$ cat config.mk
export PLATFORM = sky130hd
export DESIGN_NAME = ssd_scan_driver
export DESIGN_NICKNAME = d
export VERILOG_FILES = /design/src/rtl/ssd_scan_driver_pkg.sv /design/src/rtl/ssd_scan_driver_bin2bcd.sv /design/src/rtl/ssd_scan_driver.sv
export SDC_FILE = /design/constraint.sdc
export NUM_CORES = 1
export LEC_CHECK = 0
export CORE_ASPECT_RATIO = 0.75
export CORE_MARGIN = 2
export CORE_UTILIZATION = 50
export CTS_CLUSTER_DIAMETER = 50
export CTS_CLUSTER_SIZE = 20
export DETAILED_ROUTE_END_ITERATION = 12
export HOLD_SLACK_MARGIN = 0.12
export PLACE_DENSITY = 0.75
export RECOVER_POWER = 25
export SLEW_MARGIN = 15
export SYNTH_ARGS = -nofsm -noshare
export SYNTH_HDL_FRONTEND = slang
export SYNTH_SLANG_ARGS = --single-unit
$ cat constraint.sdc
create_clock -name clk -period 1.8 [get_ports clk]
set_input_delay 0.54 -clock clk [delete_from_list [all_inputs] [get_ports clk]]
set_output_delay 0.54 -clock clk [all_outputs]
set_load 0.005 [all_outputs]
$ cat src/rtl/ssd_scan_driver_pkg.sv
// Shared types, constants and segment encoding for the seven-segment scan driver.
package ssd_scan_driver_pkg;

    localparam int unsigned DIGITS = 4;
    localparam int unsigned BCD_W  = 16;
    localparam int unsigned SEG_W  = 7;
    localparam int unsigned AN_W   = 4;

    localparam logic [SEG_W-1:0] SSD_OFF   = 7'h7F;
    localparam logic [AN_W-1:0]  ANODE_OFF = 4'hF;

    typedef enum logic [1:0] {
        CONV_IDLE  = 2'd0,
        CONV_SHIFT = 2'd1,
        CONV_DONE  = 2'd2
    } conv_state_t;

    // Active-low {g,f,e,d,c,b,a}; non-decimal nibbles are blank.
    function automatic logic [SEG_W-1:0] seg_encode(input logic [3:0] nib);
        logic [SEG_W-1:0] seg;
        case (nib)
            4'd0:    seg = 7'b1000000;
            4'd1:    seg = 7'b1111001;
            4'd2:    seg = 7'b0100100;
            4'd3:    seg = 7'b0110000;
            4'd4:    seg = 7'b0011001;
            4'd5:    seg = 7'b0010010;
            4'd6:    seg = 7'b0000010;
            4'd7:    seg = 7'b1111000;
            4'd8:    seg = 7'b0000000;
            4'd9:    seg = 7'b0010000;
            default: seg = 7'b1111111;
        endcase
        return seg;
    endfunction

endpackage

$ cat src/rtl/ssd_scan_driver_bin2bcd.sv
// Sequential double-dabble converter; bcd holds the last complete result,
// done is a sticky flag set by the first completed conversion after reset.
module bin2bcd_seq
    import ssd_scan_driver_pkg::*;
#(
    parameter int unsigned IN_W = 13
) (
    input  logic             clk,
    input  logic             rst,
    input  logic [IN_W-1:0]  bin,
    output logic [BCD_W-1:0] bcd,
    output logic             done
);

    localparam int unsigned ITER_W = $clog2(IN_W + 1);

    conv_state_t       state, state_next;
    logic [IN_W-1:0]   bin_q, bin_next;
    logic [BCD_W-1:0]  scratch, scratch_next;
    logic [BCD_W-1:0]  adj_c;
    logic [ITER_W-1:0] iter, iter_next;
    logic [BCD_W-1:0]  bcd_next;
    logic              done_next;

    always_ff @(posedge clk) begin
        if (rst) begin
            state   <= CONV_IDLE;
            bin_q   <= '0;
            scratch <= '0;
            iter    <= '0;
            bcd     <= '0;
            done    <= 1'b0;
        end else begin
            state   <= state_next;
            bin_q   <= bin_next;
            scratch <= scratch_next;
            iter    <= iter_next;
            bcd     <= bcd_next;
            done    <= done_next;
        end
    end

    always_comb begin
        state_next   = state;
        bin_next     = bin_q;
        scratch_next = scratch;
        iter_next    = iter;
        bcd_next     = bcd;
        done_next    = done;

        // Add-3 correction ahead of each shift keeps every nibble decimal.
        adj_c = scratch;
        for (int k = 0; k < int'(DIGITS); k++) begin
            if (scratch[4*k +: 4] >= 4'd5) begin
                adj_c[4*k +: 4] = scratch[4*k +: 4] + 4'd3;
            end
        end

        case (state)
            CONV_IDLE: begin
                bin_next     = bin;
                scratch_next = '0;
                iter_next    = '0;
                state_next   = CONV_SHIFT;
            end
            CONV_SHIFT: begin
                {scratch_next, bin_next} = {adj_c[BCD_W-2:0], bin_q, 1'b0};
                iter_next = iter + ITER_W'(1);
                if (iter == ITER_W'(IN_W - 1)) begin
                    state_next = CONV_DONE;
                end
            end
            CONV_DONE: begin
                bcd_next   = scratch;
                done_next  = 1'b1;
                state_next = CONV_IDLE;
            end
            default: state_next = CONV_IDLE;
        endcase
    end

endmodule

$ cat src/rtl/ssd_scan_driver.sv
// Four-digit multiplexed seven-segment driver fed by a binary value.
// Optional build macro: SSD_LEADING_ZERO_BLANK_EN blanks leading zero digits.
module ssd_scan_driver
    import ssd_scan_driver_pkg::*;
#(
    parameter int unsigned REFRESH_DIV = 100000,
    parameter int unsigned IN_W        = 13
) (
    input  logic             clk,
    input  logic             rst,
    input  logic [IN_W-1:0]  value,
    output logic [AN_W-1:0]  anode,
    output logic [SEG_W-1:0] cathode,
    output logic             dp,
    output logic [BCD_W-1:0] bcd_out,
    output logic             bcd_valid
);

    localparam int unsigned CNT_W = (REFRESH_DIV > 1) ? $clog2(REFRESH_DIV) : 1;

    logic [CNT_W-1:0] cnt;
    logic [1:0]       idx;
    logic [3:0]       nib_c;
    logic             blank_c;
    logic [SEG_W-1:0] seg_c;

    bin2bcd_seq #(.IN_W(IN_W)) u_bin2bcd (
        .clk  (clk),
        .rst  (rst),
        .bin  (value),
        .bcd  (bcd_out),
        .done (bcd_valid)
    );

    // Segment pattern for the digit currently selected by idx.
    always_comb begin
        nib_c   = bcd_out[{idx, 2'b00} +: 4];
        blank_c = 1'b0;
`ifdef SSD_LEADING_ZERO_BLANK_EN
        blank_c = (idx != 2'd0) && ((bcd_out >> {idx, 2'b00}) == '0);
`endif
        seg_c = (!bcd_valid || blank_c) ? SSD_OFF : seg_encode(nib_c);
    end

    always_ff @(posedge clk) begin
        if (rst) begin
            cnt     <= '0;
            idx     <= 2'd0;
            anode   <= ANODE_OFF;
            cathode <= SSD_OFF;
            dp      <= 1'b1;
        end else begin
            if (cnt == CNT_W'(REFRESH_DIV - 1)) begin
                cnt <= '0;
                idx <= idx + 2'd1;
            end else begin
                cnt <= cnt + CNT_W'(1);
            end
            anode   <= ~(AN_W'(1) << idx);
            cathode <= seg_c;
            dp      <= 1'b1;
        end
    end

endmodule
# ---- Word-level counts from Yosys, hierarchy flattened
# Memory sizes are Yosys's and may differ from the RTL's. A register that Yosys moved wholly into a read port is not among the register bits.
# Cells that the tools add are included.
dict set report word_totals {
  reg_bits 75
  latchBits 0
  ram_bits 0
  romBits 112
  input_bits 15
  output_inout_bits 29
  wordCells 43
  mem_count 1
}
dict set report classes {
  addsub 7
  n_mul 0
  div 0
  order_cmp 4
  n_eq_ne 5
  shift 2
  n_mux 9
  n_bitwise 2
  n_reduce_logical 4
}
# memory depth word_bits rd rd_ports_with_merged_regs write_ports line
set mem_list {}
lappend mem_list {{(no name shown)} 16 7 1 1 0 ssd_scan_driver_pkg.sv:21} ;# case (nib)
# op n
set ops {}
lappend ops {{$pmux W16 S2} 1}
lappend ops {{$pmux W13 S2} 1}
lappend ops {{$add A17 B1 Y17 const B} 1}
lappend ops {{$eq A17 B17 Y1 const B} 1}
lappend ops {{$ge A4 B3 Y1 const B} 4}
lappend ops {{$shiftx A16 B5 Y4} 1}
lappend ops {{$add A4 B2 Y4 const B} 3}
lappend ops {{$mux W4} 3}
lappend ops {{$pmux W4 S2} 1}
lappend ops {{$add A4 B1 Y4 const B} 1}
lappend ops {{$eq A4 B4 Y1 const B} 1}
lappend ops {{$not A4 Y4} 1}
lappend ops {{$pmux W2 S2} 1}
lappend ops {{$reduce_or A2 Y1} 2}
lappend ops {{$shl A1 B2 Y4 const A} 1}
lappend ops {{$add A3 B2 Y3 const B} 1}
lappend ops {{$mux W3} 1}
lappend ops {{$add A2 B1 Y2 const B} 1}
lappend ops {{$eq A2 B1 Y1 const B} 1}
lappend ops {{$eq A2 B2 Y1 const B} 1}
lappend ops {{$logic_not A2 Y1} 1}
lappend ops {{$mux W2} 1}
lappend ops {{$ne A2 B1 Y1 const B} 1}
lappend ops {{$reduce_bool A2 Y1} 1}
lappend ops {{$not A1 Y1} 1}

# ---- Longest topological paths before layout
dict set report depth {
  depth_word 3
  mapped_depth 7
}

# ---- Modules after synthesis
# A second synthesis with hierarchy kept.
dict set report hier_totals {
  hier_cells 419
  hier_area_um2 3865.0
}
# module n_inst cells_each area_each_um2 seq_area_each_um2
set by_module_without_submodules {}
lappend by_module_without_submodules {bin2bcd_seq 1 270 2417.3 1041.0}
lappend by_module_without_submodules {ssd_scan_driver 1 149 1447.6 600.6}

# ---- Worst setup path before layout
# Ideal clock, no wire load.
dict set report synth_timing {
  path_type {reg-to-reg}
  from {register idx[0]}
  to {register cathode[0]}
  arrival_time_ns 1.668
  required_ns 1.684
  setup_slack_ns 0.016
  path_stages_with_launch 7
  path_buffers 1
  synth_period_minus_slack_ns 1.784
  path_cell_list {dfxtp_1 > buf_6 > mux4_1 > ha_1 > mux2_2 > nand2_1 > nand2_1}
}
dict set report synth_between {
  elab_chain_len 1
}
# element line
set synth_lines {}
lappend synth_lines {{from (decl)} ssd_scan_driver.sv:22} ;# logic [1:0] idx;
lappend synth_lines {{from (signal assigned)} ssd_scan_driver.sv:55} ;# idx <= idx + 2'd1;
lappend synth_lines {{$shiftx A16 B5 Y4} ssd_scan_driver.sv:37} ;# nib_c = bcd_out[{idx, 2'b00} +: 4];
lappend synth_lines {{to (decl)} ssd_scan_driver.sv:13} ;# output logic [SEG_W-1:0] cathode,
# No other way between the ends.
# A chain may end at the register's enable or synchronous reset.

# ---- Final worst setup path
dict set report layout_timing {
  from {register u_bin2bcd.bcd[15]}
  to {output bcd_out[15]}
}
# element line
set layout_lines {}
lappend layout_lines {{from (decl)} ssd_scan_driver_bin2bcd.sv:11} ;# output logic [BCD_W-1:0] bcd,
lappend layout_lines {{from (signal assigned)} ssd_scan_driver_bin2bcd.sv:38} ;# bcd <= bcd_next;
lappend layout_lines {{to (decl)} ssd_scan_driver.sv:15} ;# output logic [BCD_W-1:0] bcd_out,
# No word-level cell between the ends.

==> results.cfg <==
[timing]
min_period_over_period_pct = 97.7
timing.max_slew.rel_slack_pct = 56.2
report.final.setup_viol = 0
unrepaired_setup_endpoints_after_global_routing = true
fin_crit_ns = 1.76
final-hold-violation-count = 0
maxSlewViolCount = 0
fin_worst_skew_ns = 0.00927
fin_ws_ns = 0.0416
maxClockFrequency_ghz = 0.569
max_slew.worst_pin.slew_ns = 0.654

[cells_and_area]
fin_nets = 514
layout.cells.non_filler = 585
antennaDiodeCount = 0
final_layout_size_suffix_gt1_share_pct = 11.2
finalInstanceArea_um2 = 4520
area_growth_pct = 20.1
final_core_utilization_pct = 61.6

[place]
preCtsSetupSlack_ns = 0.0219
numPortBuffers = 42
place.detailed.hpwl_um = 5330
gp_congestion = 0.854
post-place-cells = 566
dpl_cell_area_um2 = 4260

[yosys]
synthesis.area_um2 = 3760
cell_type_with_the_largest_total_area_after_synthesis = sky130_fd_sc_hd__dfxtp_1
synthesis.area_per_instance_um2 = 8.58
dominant_cells_by_area_after_synthesis = sky130_fd_sc_hd__dfxtp_1 44%, sky130_fd_sc_hd__ha_1 6.7%, sky130_fd_sc_hd__nor2_1 6.5%
synth_warnings = 0
synthesis.instances = 438
post_synth_num_cell_types = 41
synth_sequential_area_ratio_pct = 43.7
netlist.area_leader.share_pct = 43.7
synth_nets = 473
synth.ff_latch_count = 82

[floorplan]
design.core.area_um2 = 7330
design.die.area_um2 = 8240
rows = 27
initial_utilization_pct = 51.3
floorplan.die.height_um = 79.1
ios = 44
floorplan.die.width_um = 104

[clock_tree]
holdBufCountCts = 0
cts.root.buffer_cell = sky130_fd_sc_hd__clkbuf_8
cts-htree-levels = 3
worst_skew_pair.late_latency_ns = 0.35
cts_max_path_buffers = 2
cts_sinks = 82
cts_tree = yes
number_of_clock_buffers_inserted_by_tritoncts = 9
path_clk_slew_ns = 0.08

[routing]
route.detailed.wl_per_inst_um = 12.9
router_iterations_before_antenna_repair = 4
route.detailed.drc = 0
antenna_violating_nets_post_route = 0
dr_total_vias = 3041
post_drt_via_cell_ratio = 5.20
drt_first_iter_violations = 99
finalWirelength_um = 7560

[power]
static-leakage-power_nw = 1.75
finalPower_mw = 3.47
vdd.ir_drop.worst_mv = 0.484
power_density_nw_per_um2 = 769

[global_routing]
first_global_vias = 2809
global_route.overflow_total = 0
global_router_s_overall_resource_usage_pct = 19.7
grt_pass1_wl_um = 13100
antenna_found_initial = 0
maximum_number_of_pins_on_one_net_before_global_route_repair = 53

[hold_path]
min-delay-start = u_bin2bcd.scratch[13]
timing.hold.worst.class = reg2reg

[setup_path]
crit_slowest_cell = sky130_fd_sc_hd__clkdlybuf4s50_1
crit_family = buffers and inverters
critPathKind = reg2out
required_time_of_the_critical_path_ns = 1.26
timing.critical_path.arrival_ns = 1.22
timing.critical_path.cells = clkdlybuf4s50_1
path_max_fanout = 3
cp_slowest_stage_delay_ns = 0.50
crit-reg2reg-launch = idx[0]
worstSetupStartpoint = u_bin2bcd.bcd[15]
critical_path_buf_inv_count = 1
cp-end-kind = primary output
worst_setup_path_start_kind = flip-flop

[run_status]
status = complete, no violations

[job]
number_of_max_cap_violations = 0
final timing paths:
kind / endpoint / slack, ns / depth (start not counted)
setup / recovery: bcd_out[15] / 0.04 / 1
hold / removal: u_bin2bcd.bcd[13] / 0.48 / 2
setup reg to reg: cathode[4] / 0.05 / 7
hold reg to reg: u_bin2bcd.bcd[13] / 0.48 / 2
Yosys cell counts:
master                     number
sky130_fd_sc_hd__ha_1          20
sky130_fd_sc_hd__and4_1         2
sky130_fd_sc_hd__o211ai_1       1
sky130_fd_sc_hd__o21ai_2        2
sky130_fd_sc_hd__buf_2          8
sky130_fd_sc_hd__clkbuf_1      15
sky130_fd_sc_hd__mux4_2         2
sky130_fd_sc_hd__nand2_1       54
sky130_fd_sc_hd__a22oi_1        7
sky130_fd_sc_hd__nor4b_1        2
sky130_fd_sc_hd__a21oi_1       46
sky130_fd_sc_hd__o21a_2         1
sky130_fd_sc_hd__o22ai_1        1
sky130_fd_sc_hd__buf_6          2
sky130_fd_sc_hd__xor2_1        15
sky130_fd_sc_hd__xnor2_1        9
sky130_fd_sc_hd__and3_4         1
sky130_fd_sc_hd__nor2b_1        4
sky130_fd_sc_hd__nor3b_1        5
sky130_fd_sc_hd__mux2_2         2
sky130_fd_sc_hd__nand4_1        3
sky130_fd_sc_hd__clkinv_2       1
sky130_fd_sc_hd__nor3_1         5
sky130_fd_sc_hd__nand3b_1       1
sky130_fd_sc_hd__and2_1         4
sky130_fd_sc_hd__a21o_1         1
sky130_fd_sc_hd__conb_1         1
sky130_fd_sc_hd__and4b_1        1
sky130_fd_sc_hd__mux4_1         1
sky130_fd_sc_hd__buf_4          1
sky130_fd_sc_hd__dfxtp_1       82
sky130_fd_sc_hd__and3_1         4
sky130_fd_sc_hd__inv_1         15
sky130_fd_sc_hd__a211oi_1       1
sky130_fd_sc_hd__nand3_1       12
sky130_fd_sc_hd__nand2b_1      11
sky130_fd_sc_hd__nor2_1        65
sky130_fd_sc_hd__nor2_2         1
sky130_fd_sc_hd__mux2i_1       16
sky130_fd_sc_hd__a211oi_2       1
sky130_fd_sc_hd__o21ai_0       12
metrics by stage:
stage,setup TNS (ns),hold slack [ns]
after CTS,0,0.479
after global routing,-0.0266,0.494
after global placement,0,0.443
final,0,0.477
after detailed placement,0,0.460
after floorplan,0,0.430
tightest hold or removal path: cells and delay by family, from the launching register on:
kind | cells | cell delay [ns]
compound gates | 1 | 0.05
flops | 1 | 0.33
simple gates | 1 | 0.06
layer usage:
layer	wire length (um)	up-vias	GRT usage [%]
met3	306	7	4.93
met5	0	-	0
met2	3610	59	33.6
li1	-	1533	-
met4	66	0	6.35
met1	3580	1442	24.6
registers in the layout, summed over array words and instances (netlist names):
name / count
u_bin2bcd.state: 2
cathode: 7
anode: 4
u_bin2bcd.iter: 4
u_bin2bcd.bin_q: 13
u_bin2bcd.done: 1
u_bin2bcd.bcd: 16
cnt: 17
idx: 2
u_bin2bcd.scratch: 16
logic make-up (layout without fill, tap and decap cells):
family / after synthesis / count (layout) / share of synthesized area, %
mux: 21 / 21 / 6.76
other cells: 1 / 1 / 0.0997
flops: 82 / 82 / 43.7
compound gates: 73 / 73 / 10.9
simple gates: 175 / 175 / 21.3
fa+ha+maj: 20 / 20 / 6.66
xor+xnor: 24 / 24 / 5.59
buf+inv: 42 / 88 / 4.99
placed cells by master, fill, tap and decap left out, types with 7 or more instances in the layout:
cell type,n
sky130_fd_sc_hd__dfxtp_2,13
sky130_fd_sc_hd__inv_1,15
sky130_fd_sc_hd__mux2i_1,16
sky130_fd_sc_hd__nor2_1,65
sky130_fd_sc_hd__nand2b_1,11
sky130_fd_sc_hd__xnor2_1,9
sky130_fd_sc_hd__buf_4,10
sky130_fd_sc_hd__clkdlybuf4s50_1,37
sky130_fd_sc_hd__nand3_1,12
sky130_fd_sc_hd__a22oi_1,7
sky130_fd_sc_hd__o21ai_0,12
sky130_fd_sc_hd__clkbuf_8,10
sky130_fd_sc_hd__nand2_1,54
sky130_fd_sc_hd__xor2_1,15
sky130_fd_sc_hd__ha_1,20
sky130_fd_sc_hd__a21oi_1,46
sky130_fd_sc_hd__dfxtp_1,69
cell type report:
cell class | count | area [um^2]
Multi-Input combinational cell | 314 | 1930
Fill cell | 622 | 2820
Inverter | 16 | 62.6
Tap cell | 101 | 126
Clock buffer | 12 | 145
Timing Repair Buffer | 56 | 519
Clock inverter | 4 | 75.1
Sequential cell | 82 | 1660
report_power, final:
part           internal, mW  leakage [nW]  switching [mW]
logic                0.0760         0.977          0.0805
clock network         0.820         0.103           0.637
registers              1.84         0.672          0.0198
repair_timing:
item,in CTS,in global routing
hold endpoints to repair,0,0
gates resized for setup,9,12
endpoints found under the setup margin,9,13
buffers inserted,0,3
No activity file was read; power rests on OpenSTA's default activity.
